$ cat src/rtl/freq_meter_pkg.sv
// Shared types and helpers for the frequency meter.
package freq_meter_pkg;

    typedef enum logic {FM_IDLE, FM_GATE} fm_state_t;

    // Gate length in system-clock cycles; zero flags an unusable gate_hz.
    function automatic int unsigned fm_gate_len(input int unsigned fast_hz,
                                                input int unsigned gate_hz);
        return (gate_hz == 0) ? 0 : fast_hz / gate_hz;
    endfunction

endpackage

$ cat src/rtl/freq_meter_if.sv
// Control and result bus between the frequency meter and its register wrapper.
interface freq_meter_if #(
    parameter int unsigned cnt_width = 24
) ();
    logic                 enable;
    logic [cnt_width-1:0] result;
    logic                 result_valid;
    logic                 result_ack;
    logic                 overflow;
    logic                 busy;

    modport master (
        input  enable,
        input  result_ack,
        output result,
        output result_valid,
        output overflow,
        output busy
    );

    modport slave (
        output enable,
        output result_ack,
        input  result,
        input  result_valid,
        input  overflow,
        input  busy
    );
endinterface

$ cat src/rtl/sync_chain.sv
// Multi-flop synchroniser for asynchronous inputs; q lags d by `stages` clocks.
module sync_chain #(
    parameter int unsigned width  = 1,
    parameter int unsigned stages = 2
) (
    input  logic             clk,
    input  logic             rst,
    input  logic [width-1:0] d,
    output logic [width-1:0] q
);
    logic [stages-1:0][width-1:0] ff;

    always_ff @(posedge clk or posedge rst) begin
        if (rst) begin
            ff <= '0;
        end else begin
            ff <= {ff[stages-2:0], d};
        end
    end

    assign q = ff[stages-1];
endmodule

$ cat src/rtl/freq_meter.sv
// Counts synchronised rising edges of sig_in over a fixed gate window and
// publishes each count through a sticky valid/ack pair.
module freq_meter
    import freq_meter_pkg::*;
#(
    parameter int unsigned fast_hz     = 1000000,
    parameter int unsigned gate_hz     = 10,
    parameter int unsigned cnt_width   = 24,
    parameter int unsigned sync_stages = 2
) (
    input  logic         clk,
    input  logic         rst,
    input  logic         sig_in,
    freq_meter_if.master bus
);
    localparam int unsigned GATE_LEN = fm_gate_len(fast_hz, gate_hz);
    localparam int unsigned GATE_W   = (GATE_LEN > 1) ? $clog2(GATE_LEN) : 1;
    localparam logic [GATE_W-1:0]    GATE_LAST = GATE_W'(GATE_LEN - 1);
    localparam logic [cnt_width-1:0] CNT_MAX   = '1;

    if (gate_hz > fast_hz || GATE_LEN < 2 || sync_stages < 2) begin : g_param_err
        $error("freq_meter: illegal parameter set");
    end

    logic                 sig_sync;
    logic                 sig_prev;
    logic                 rise_c;
    fm_state_t            state;
    fm_state_t            state_nxt;
    logic [GATE_W-1:0]    gate_cnt;
    logic [cnt_width-1:0] edge_cnt;
    logic [cnt_width-1:0] edge_sum_c;
    logic                 ovf;
    logic                 ovf_hit_c;
    logic                 count_c;
    logic                 publish_c;
    logic                 clear_c;

    sync_chain #(
        .width  (1),
        .stages (sync_stages)
    ) u_sync (
        .clk (clk),
        .rst (rst),
        .d   (sig_in),
        .q   (sig_sync)
    );

    // Edge history runs in every state so a fresh gate never sees a stale edge.
    always_ff @(posedge clk or posedge rst) begin
        if (rst) begin
            sig_prev <= 1'b0;
        end else begin
            sig_prev <= sig_sync;
        end
    end

    assign rise_c     = sig_sync & ~sig_prev;
    assign ovf_hit_c  = rise_c & (edge_cnt == CNT_MAX);
    assign edge_sum_c = (rise_c && edge_cnt != CNT_MAX) ? edge_cnt + cnt_width'(1) : edge_cnt;

    always_ff @(posedge clk or posedge rst) begin
        if (rst) begin
            state <= FM_IDLE;
        end else begin
            state <= state_nxt;
        end
    end

    always_comb begin
        state_nxt = state;
        case (state)
            FM_IDLE: if (bus.enable)  state_nxt = FM_GATE;
            FM_GATE: if (!bus.enable) state_nxt = FM_IDLE;
            default: state_nxt = FM_IDLE;
        endcase
    end

    // The gate's last cycle publishes whatever enable does; enable only picks the next state.
    always_comb begin
        count_c   = 1'b0;
        publish_c = 1'b0;
        clear_c   = 1'b0;
        if (state == FM_GATE) begin
            count_c   = 1'b1;
            publish_c = (gate_cnt == GATE_LAST);
            clear_c   = (gate_cnt == GATE_LAST) || !bus.enable;
        end
    end

    always_ff @(posedge clk or posedge rst) begin
        if (rst) begin
            gate_cnt <= '0;
            edge_cnt <= '0;
            ovf      <= 1'b0;
        end else if (clear_c) begin
            gate_cnt <= '0;
            edge_cnt <= '0;
            ovf      <= 1'b0;
        end else if (count_c) begin
            gate_cnt <= gate_cnt + GATE_W'(1);
            edge_cnt <= edge_sum_c;
            ovf      <= ovf | ovf_hit_c;
        end
    end

    always_ff @(posedge clk or posedge rst) begin
        if (rst) begin
            bus.result       <= '0;
            bus.result_valid <= 1'b0;
            bus.overflow     <= 1'b0;
            bus.busy         <= 1'b0;
        end else begin
            bus.busy <= (state_nxt == FM_GATE);
            if (publish_c) begin
                bus.result       <= edge_sum_c;
                bus.overflow     <= ovf | ovf_hit_c;
                bus.result_valid <= 1'b1;
            end else if (bus.result_ack) begin
                bus.result_valid <= 1'b0;
            end
        end
    end
endmodule

$ cat src/flat_wrapper.sv
// flat-port wrapper written by rule: the top's interface ports become plain ports
module freq_meter_flat import freq_meter_pkg::*;
#(
    parameter int unsigned fast_hz     = 1000000,
    parameter int unsigned gate_hz     = 10,
    parameter int unsigned cnt_width   = 24,
    parameter int unsigned sync_stages = 2
)
  (clk, rst, sig_in, bus_enable, bus_result_ack, bus_result, bus_result_valid, bus_overflow, bus_busy);
  freq_meter_if #(.cnt_width(cnt_width)) bus_i ();
  input  logic clk;
  input  logic rst;
  input  logic sig_in;
  input wire logic [$bits(bus_i.enable)-1:0] bus_enable;
  input wire logic [$bits(bus_i.result_ack)-1:0] bus_result_ack;
  output wire logic [$bits(bus_i.result)-1:0] bus_result;
  output wire logic [$bits(bus_i.result_valid)-1:0] bus_result_valid;
  output wire logic [$bits(bus_i.overflow)-1:0] bus_overflow;
  output wire logic [$bits(bus_i.busy)-1:0] bus_busy;
  assign bus_i.enable = bus_enable;
  assign bus_i.result_ack = bus_result_ack;
  assign bus_result = bus_i.result;
  assign bus_result_valid = bus_i.result_valid;
  assign bus_overflow = bus_i.overflow;
  assign bus_busy = bus_i.busy;
  freq_meter #(.fast_hz(fast_hz), .gate_hz(gate_hz), .cnt_width(cnt_width), .sync_stages(sync_stages)) u_core (.clk(clk), .rst(rst), .sig_in(sig_in), .bus(bus_i));
endmodule
$ cat config.mk
export PLATFORM = sky130hd
export DESIGN_NAME = freq_meter_flat
export DESIGN_NICKNAME = d
export VERILOG_FILES = /design/src/rtl/freq_meter_pkg.sv /design/src/rtl/freq_meter_if.sv /design/src/rtl/sync_chain.sv /design/src/rtl/freq_meter.sv /design/src/flat_wrapper.sv
export SDC_FILE = /design/constraint.sdc
export NUM_CORES = 1
export LEC_CHECK = 0
export ABC_AREA = 1
export BUFFER_PORTS_ARGS = -buffer_cell sky130_fd_sc_hd__buf_4
export CAP_MARGIN = 20
export CORE_UTILIZATION = 65
export DETAILED_ROUTE_END_ITERATION = 10
export HOLD_SLACK_MARGIN = 0.02
export MAX_ROUTING_LAYER = met4
export PLACE_DENSITY = 0.92
export SLEW_MARGIN = 20
export SYNTH_ARGS = -nofsm -noshare
export SYNTH_HDL_FRONTEND = slang
export SYNTH_SLANG_ARGS = --single-unit
$ cat constraint.sdc
create_clock -name clk -period 5.4 [get_ports clk]
set_input_delay 1.08 -clock clk [delete_from_list [all_inputs] [get_ports clk]]
set_output_delay 1.08 -clock clk [all_outputs]
set_load 0.01 [all_outputs]
# Word level (Yosys, flattened, before mapping)

Cells that the tools add are included.

Output and inout bits: 27
Register bits: 72
Bits of input ports: 5
Word-level logic and storage cells: 37

Reductions and logical operators: 5
Bitwise logic cells: 4
Add/sub/neg operators: 2
Mux-type cells: 13
Equal/unequal tests: 3

Operators by type and width:

| kind                  | number |
|---|---|
| $mux 24               | 3 |
| $mux 17               | 2 |
| $add 24x1->24 const B | 1 |
| $eq 24x24->1 const B  | 1 |
| $ne 24x24->1 const B  | 1 |
| $add 17x1->17 const B | 1 |
| $eq 17x17->1 const B  | 1 |
| $mux 1                | 8 |
| $reduce_bool 2->1     | 2 |
| $and 1x1->1           | 2 |
| $logic_and 1x1->1     | 1 |
| $logic_not 1->1       | 1 |
| $logic_or 1x1->1      | 1 |
| $not 1->1             | 1 |
| $or 1x1->1            | 1 |

# Longest topological paths before layout

Depth in word-level cells: 6
Gate-level depth with buffers: 12
Gate-level depth less buffers: 11

# Modules after synthesis

Synthesis repeated with hierarchy kept, for this count alone.

Cell total of the unflattened synthesis: 552
Area, all modules: 3901.2 um^2

Modules (own cells, without submodules):

| module     | times used | area each (um^2) | cells an instance | seq. area each (um^2) |
|---|---|---|---|---|
| freq_meter | 1          | 3847.4           | 549               | 1751.7 |
| sync_chain | 1          | 53.8             | 3                 | 50.0 |

# Least setup slack after synthesis

Ideal clock, no wire load.

Path type: in2reg
Start point: input port bus_enable
End point: register u_core.edge_cnt[13]
Setup time: 0.118 ns
Data arrival time: 1.605 ns
Data required time: 5.282 ns
Path slack: 3.678 ns
Buffers on the path: 1
Stages on the path: 5
Cells stage by stage: nand3_1 -> clkinv_1 -> buf_2 -> nand3_1 -> nand2_1

Longest elaborated chain between the ends: 4
Elaborated cells between the ends (all ways): 5
Classes of those cells: mux (2); reduce/logical (3)

RTL lines:

| what                                         | line               | text |
|---|---|---|
| start: declaration                           | flat_wrapper.sv:14 | `input wire logic [$bits(bus_i.enable)-1:0] bus_enable;` |
| $logic_not 1->1 *                            | --                 |  |
| $logic_or 1x1->1 *                           | freq_meter.sv:87   | `clear_c = (gate_cnt == GATE_LAST) \|\| !bus.enable;` |
| $mux 1 *                                     | freq_meter.sv:84   | `if (state == FM_GATE) begin` |
| $mux 24 or $reduce_bool 2->1 (tied branches) | --                 |  |
| end signal: assignment                       | freq_meter.sv:102  | `edge_cnt <= edge_sum_c;` |
| end: declaration                             | freq_meter.sv:31   | `logic [cnt_width-1:0] edge_cnt;` |

Mark *: on every way between the ends. The rest lies on a longest branch, timed or not.
A chain may end at the register's enable or synchronous reset.

# Final worst setup path

Start point: register u_core.edge_cnt[0]
End point: register u_core.bus.overflow

Longest elaborated chain between the ends: 3

RTL lines:

| what                   | line                | text |
|---|---|---|
| $eq 24x24->1           | freq_meter.sv:59    | `assign ovf_hit_c = rise_c & (edge_cnt == CNT_MAX);` |
| $and 1x1->1            | freq_meter.sv:59    |  |
| $or 1x1->1             | freq_meter.sv:117   | `bus.overflow <= ovf \| ovf_hit_c;` |
| end signal: assignment | freq_meter.sv:117   |  |
| end: declaration       | freq_meter_if.sv:17 | `output overflow,` |

No other way between the ends.

==> impl_results.md <==
- Finished Core Util: 74.8%
- Max Fanout on Critical Path: 23
- Share of final-layout standard cells stronger than drive strength 1: 11.8%
- Total inserted antenna cells: 0
- Postcts setup bufs: 0
- Arrival time of the worst setup path: 2.81 ns
- Layout-stage area growth over the synthesis result: 10.8%
- Routed wire length: 8870 um
- Worst hold-check path type: register to register
- Initial antenna violation count: 0
- Post-route DRC violation count: 1
- Cell internal power dissipation: 0.000733 W
- Total of buffers placed on input and output ports: 31
- Top-level port count: 32
- Most area-hungry cell type in the Yosys netlist: sky130_fd_sc_hd__dfrtp_1
- Sequential area share after synthesis: 45.1%
- Routability Congestion: 0.926
- Type of destination of the critical path: register
- Detail-routed via count per cell: 5.51
- Maximum number of pins on one net before global-route repair: 73
- Number of H-tree branching levels: 3
- 1st-pass router iterations: 9
- Synthesized flop and latch total: 72
- Proportion of power drawn by flip-flops and latches: 56.4%
- Combinational family with the most area after synthesis: simple AND/OR/NAND/NOR gates
- Synthesized-area fraction occupied by xor and xnor cells: 3.07%
- Leading cell types by total area after synthesis: sky130_fd_sc_hd__dfrtp_1 (45%), sky130_fd_sc_hd__nand2_1 (21%), sky130_fd_sc_hd__nand3_1 (7.4%), sky130_fd_sc_hd__nor2_1 (6.0%), sky130_fd_sc_hd__inv_1 (4.4%)
- Area enclosed by the die boundary: 0.00646 mm2
- Category of the critical setup timing path: register to register
- Outcome: finished with violations
- Setup crit start kind: register
- Layout net count: 596
- Violation count after the first detailed-route iteration: 327
- Via count of the first global-routing pass: 3,426
- Number of pins with negative max-slew slack in the final report: 0
- Leak pwr: 2.23 nW
- Die height: 80.4 um
- Unique masters post-synth: 30
- Post-synthesis instance area: 0.00399 mm2
- Final critical delay including setup and external delays: 2.51 ns
- Simple logic cell fraction of the synthesized area: 42.2%
- Achievable Freq: 0.398 GHz
- Synthesis warning total: 0
- Area share of the largest cell type after synthesis: 45.1%
- Chip width: 80.4 um
- Power density over the cells: 221 mW/mm2
- Clock latency on the worst-skew pair: 0.35 ns
- Post-cts repair resize count: 0
- Period utilization: 46.6%
- Slew Limit Headroom: 27.1%
- Portion of total power attributed to the clock network: 39.3%
- Post-route ant nets: 0
- CTS Buffer Depth: 2
- Final count of hold timing violations: 0
- NetSw: 0.000245 W
- Sinks on the clock net: 72
- Adder-cell area share of the yosys netlist: 0.627%
- Total of fill cells in the finished design: 445
- Unrepaired setup endpoints after global routing: no
- # hold bufs at CTS: 0
- Per-instance average area after synthesis: 7.11 um2
- Average wire length per cell after detail routing: 13.3 um
- Standard-cell row count: 28
- Max cap viols: 0
- Total overflow reported by the global router: 0
- Net count after synthesis: 569
- Global routing usage summed across all routing layers: 31.1%
- Root buffer cell: sky130_fd_sc_hd__clkbuf_8
- CTS tree: built
- Worst Tran Pin Value: 1.09 ns
- CP required: 5.69 ns
- Switching power as a share of total power: 25.0%
- Mux contribution to synthesized area: 0%
- CTS buffer count: 9
- Global-route wire length before repair: 15,000 um
- Initial Utilization: 67.5%
- Half-perimeter wire length of the detailed placement result: 6100 um
- Post-synthesis compound-gate area fraction: 1.72%
- Comb pwr share: 4.3%
- Setup Viol. Count Final: 0
- Count of vias placed by the detailed router: 3,689
- Violations in the final reports: DRC
- Gate count after technology mapping: 562
- Total negative setup slack: 0 ns
- Max IR drop VDD: 123 uV
- Clock transition at the registers of the reported paths: 0.08 ns
- Clock skew after layout: 0.00911 ns
- Core outline area: 0.00592 mm2
[cells by family after synthesis]
kind of cell / after synthesis
DFF: 72
and+or+nand+nor: 392
xor gates and xnor gates: 14
AOI/OAI and AO/OA: 13
adders and majority gates: 2
buffers and inverters: 69
[power groups by stage]
| stage | logic (W) | registers, W | clock network (W) |
|---|---|---|---|
| finish | 0.0000418 | 0.000552 | 0.000384 |
| global route | 0.0000473 | 0.000553 | 0.000413 |
| CTS | 0.0000427 | 0.000551 | 0.000387 |
| detailed placement | 0.0000424 | 0.000561 | 0 |
| global placement | 0.0000405 | 0.000561 | 0 |
| floorplan | 0.0000316 | 0.000560 | 0 |
[final timing paths]
path	from	endpoint	slack [ns]	depth (start not counted)
max	u_core.edge_cnt[0]	u_core.bus.overflow	2.89	10
min	u_core.u_sync.ff[0]	u_core.u_sync.q	0.35	0
max reg2reg	u_core.edge_cnt[0]	u_core.bus.overflow	2.89	10
min reg2reg	u_core.u_sync.ff[0]	u_core.u_sync.q	0.35	0
max in group asynchronous	rst	u_core.edge_cnt[6]	3.81	3
min in group asynchronous	rst	u_core.bus.result[1]	0.98	3
[area by class of cell]
| type | count | area, um2 | area share, % |
|---|---|---|---|
| sequential | 72 | 1800 | 40.7 |
| tap | 75 | 93.8 | 2.12 |
| clock inverter | 5 | 32.5 | 0.735 |
| inverter | 51 | 191 | 4.32 |
| multi-input combinational | 421 | 1900 | 43.0 |
| clock buffer | 11 | 141 | 3.19 |
| timing repair buffer | 34 | 263 | 5.94 |
[metal layers]
metal	routed length, um	track usage [%]
met2	4400	50.2
met5	0	-
met4	192	13.0
met3	450	5.80
met1	3830	38.4
[cells in the final DEF (no fill, tap or decap), drive strengths merged, types with 2 or more instances in the layout]
cell type | netlist | final
a21oi | 3 | 3
buf | 12 | 34
clkbuf | 6 | 11
clkinv | 1 | 3
clkinvlp | 0 | 3
dfrtp | 72 | 72
ha | 2 | 2
inv | 50 | 50
nand2 | 230 | 230
nand3 | 68 | 68
nand3b | 4 | 4
nand4 | 9 | 9
nor2 | 68 | 68
nor3 | 13 | 13
o21ai | 8 | 8
xnor2 | 5 | 5
xor2 | 9 | 9
[state kept, by name (all words and copies together) (netlist names)]
signal	count
u_core.bus.overflow	1
u_core.bus.result	24
u_core.bus.result_valid	1
u_core.edge_cnt	24
u_core.gate_cnt	17
u_core.ovf	1
u_core.sig_prev	1
u_core.state	1
u_core.u_sync.ff	1
u_core.u_sync.q	1
[per-stage QoR]
stage	setup WS (ns)	total power [W]	hold WS [ns]	cells	cell area, um2
final	2.89	0.000977	0.354	669	4430
after global placement	2.79	0.000602	0.334	652	4240
after floorplan	2.50	0.000591	0.331	562	3990
after global routing	2.59	0.00101	0.360	669	4430
after detailed placement	2.89	0.000604	0.340	653	4250
after CTS	2.89	0.000981	0.357	669	4430
[Yosys cell counts, drive strengths merged]
cell type  number
a21oi           3
a31oi           1
buf            12
clkbuf          6
clkinv          1
dfrtp          72
ha              2
inv            50
nand2         230
nand3          68
nand3b          4
nand4           9
nor2           68
nor3           13
o21ai           8
o21bai          1
xnor2           5
xor2            9
[critical path, stage by stage (launching register included)]
cell	delay, ns
sky130_fd_sc_hd__dfrtp_1	0.43
sky130_fd_sc_hd__ha_1	0.23
sky130_fd_sc_hd__inv_1	0.06
sky130_fd_sc_hd__nor2_2	0.16
sky130_fd_sc_hd__nand2_2	0.09
sky130_fd_sc_hd__nor2_1	0.10
sky130_fd_sc_hd__nand3_1	0.52
sky130_fd_sc_hd__buf_4	0.46
sky130_fd_sc_hd__o21ai_1	0.23
sky130_fd_sc_hd__nand2_1	0.08
sky130_fd_sc_hd__nand2_1	0.10
Power figures use the tool's default switching activity.
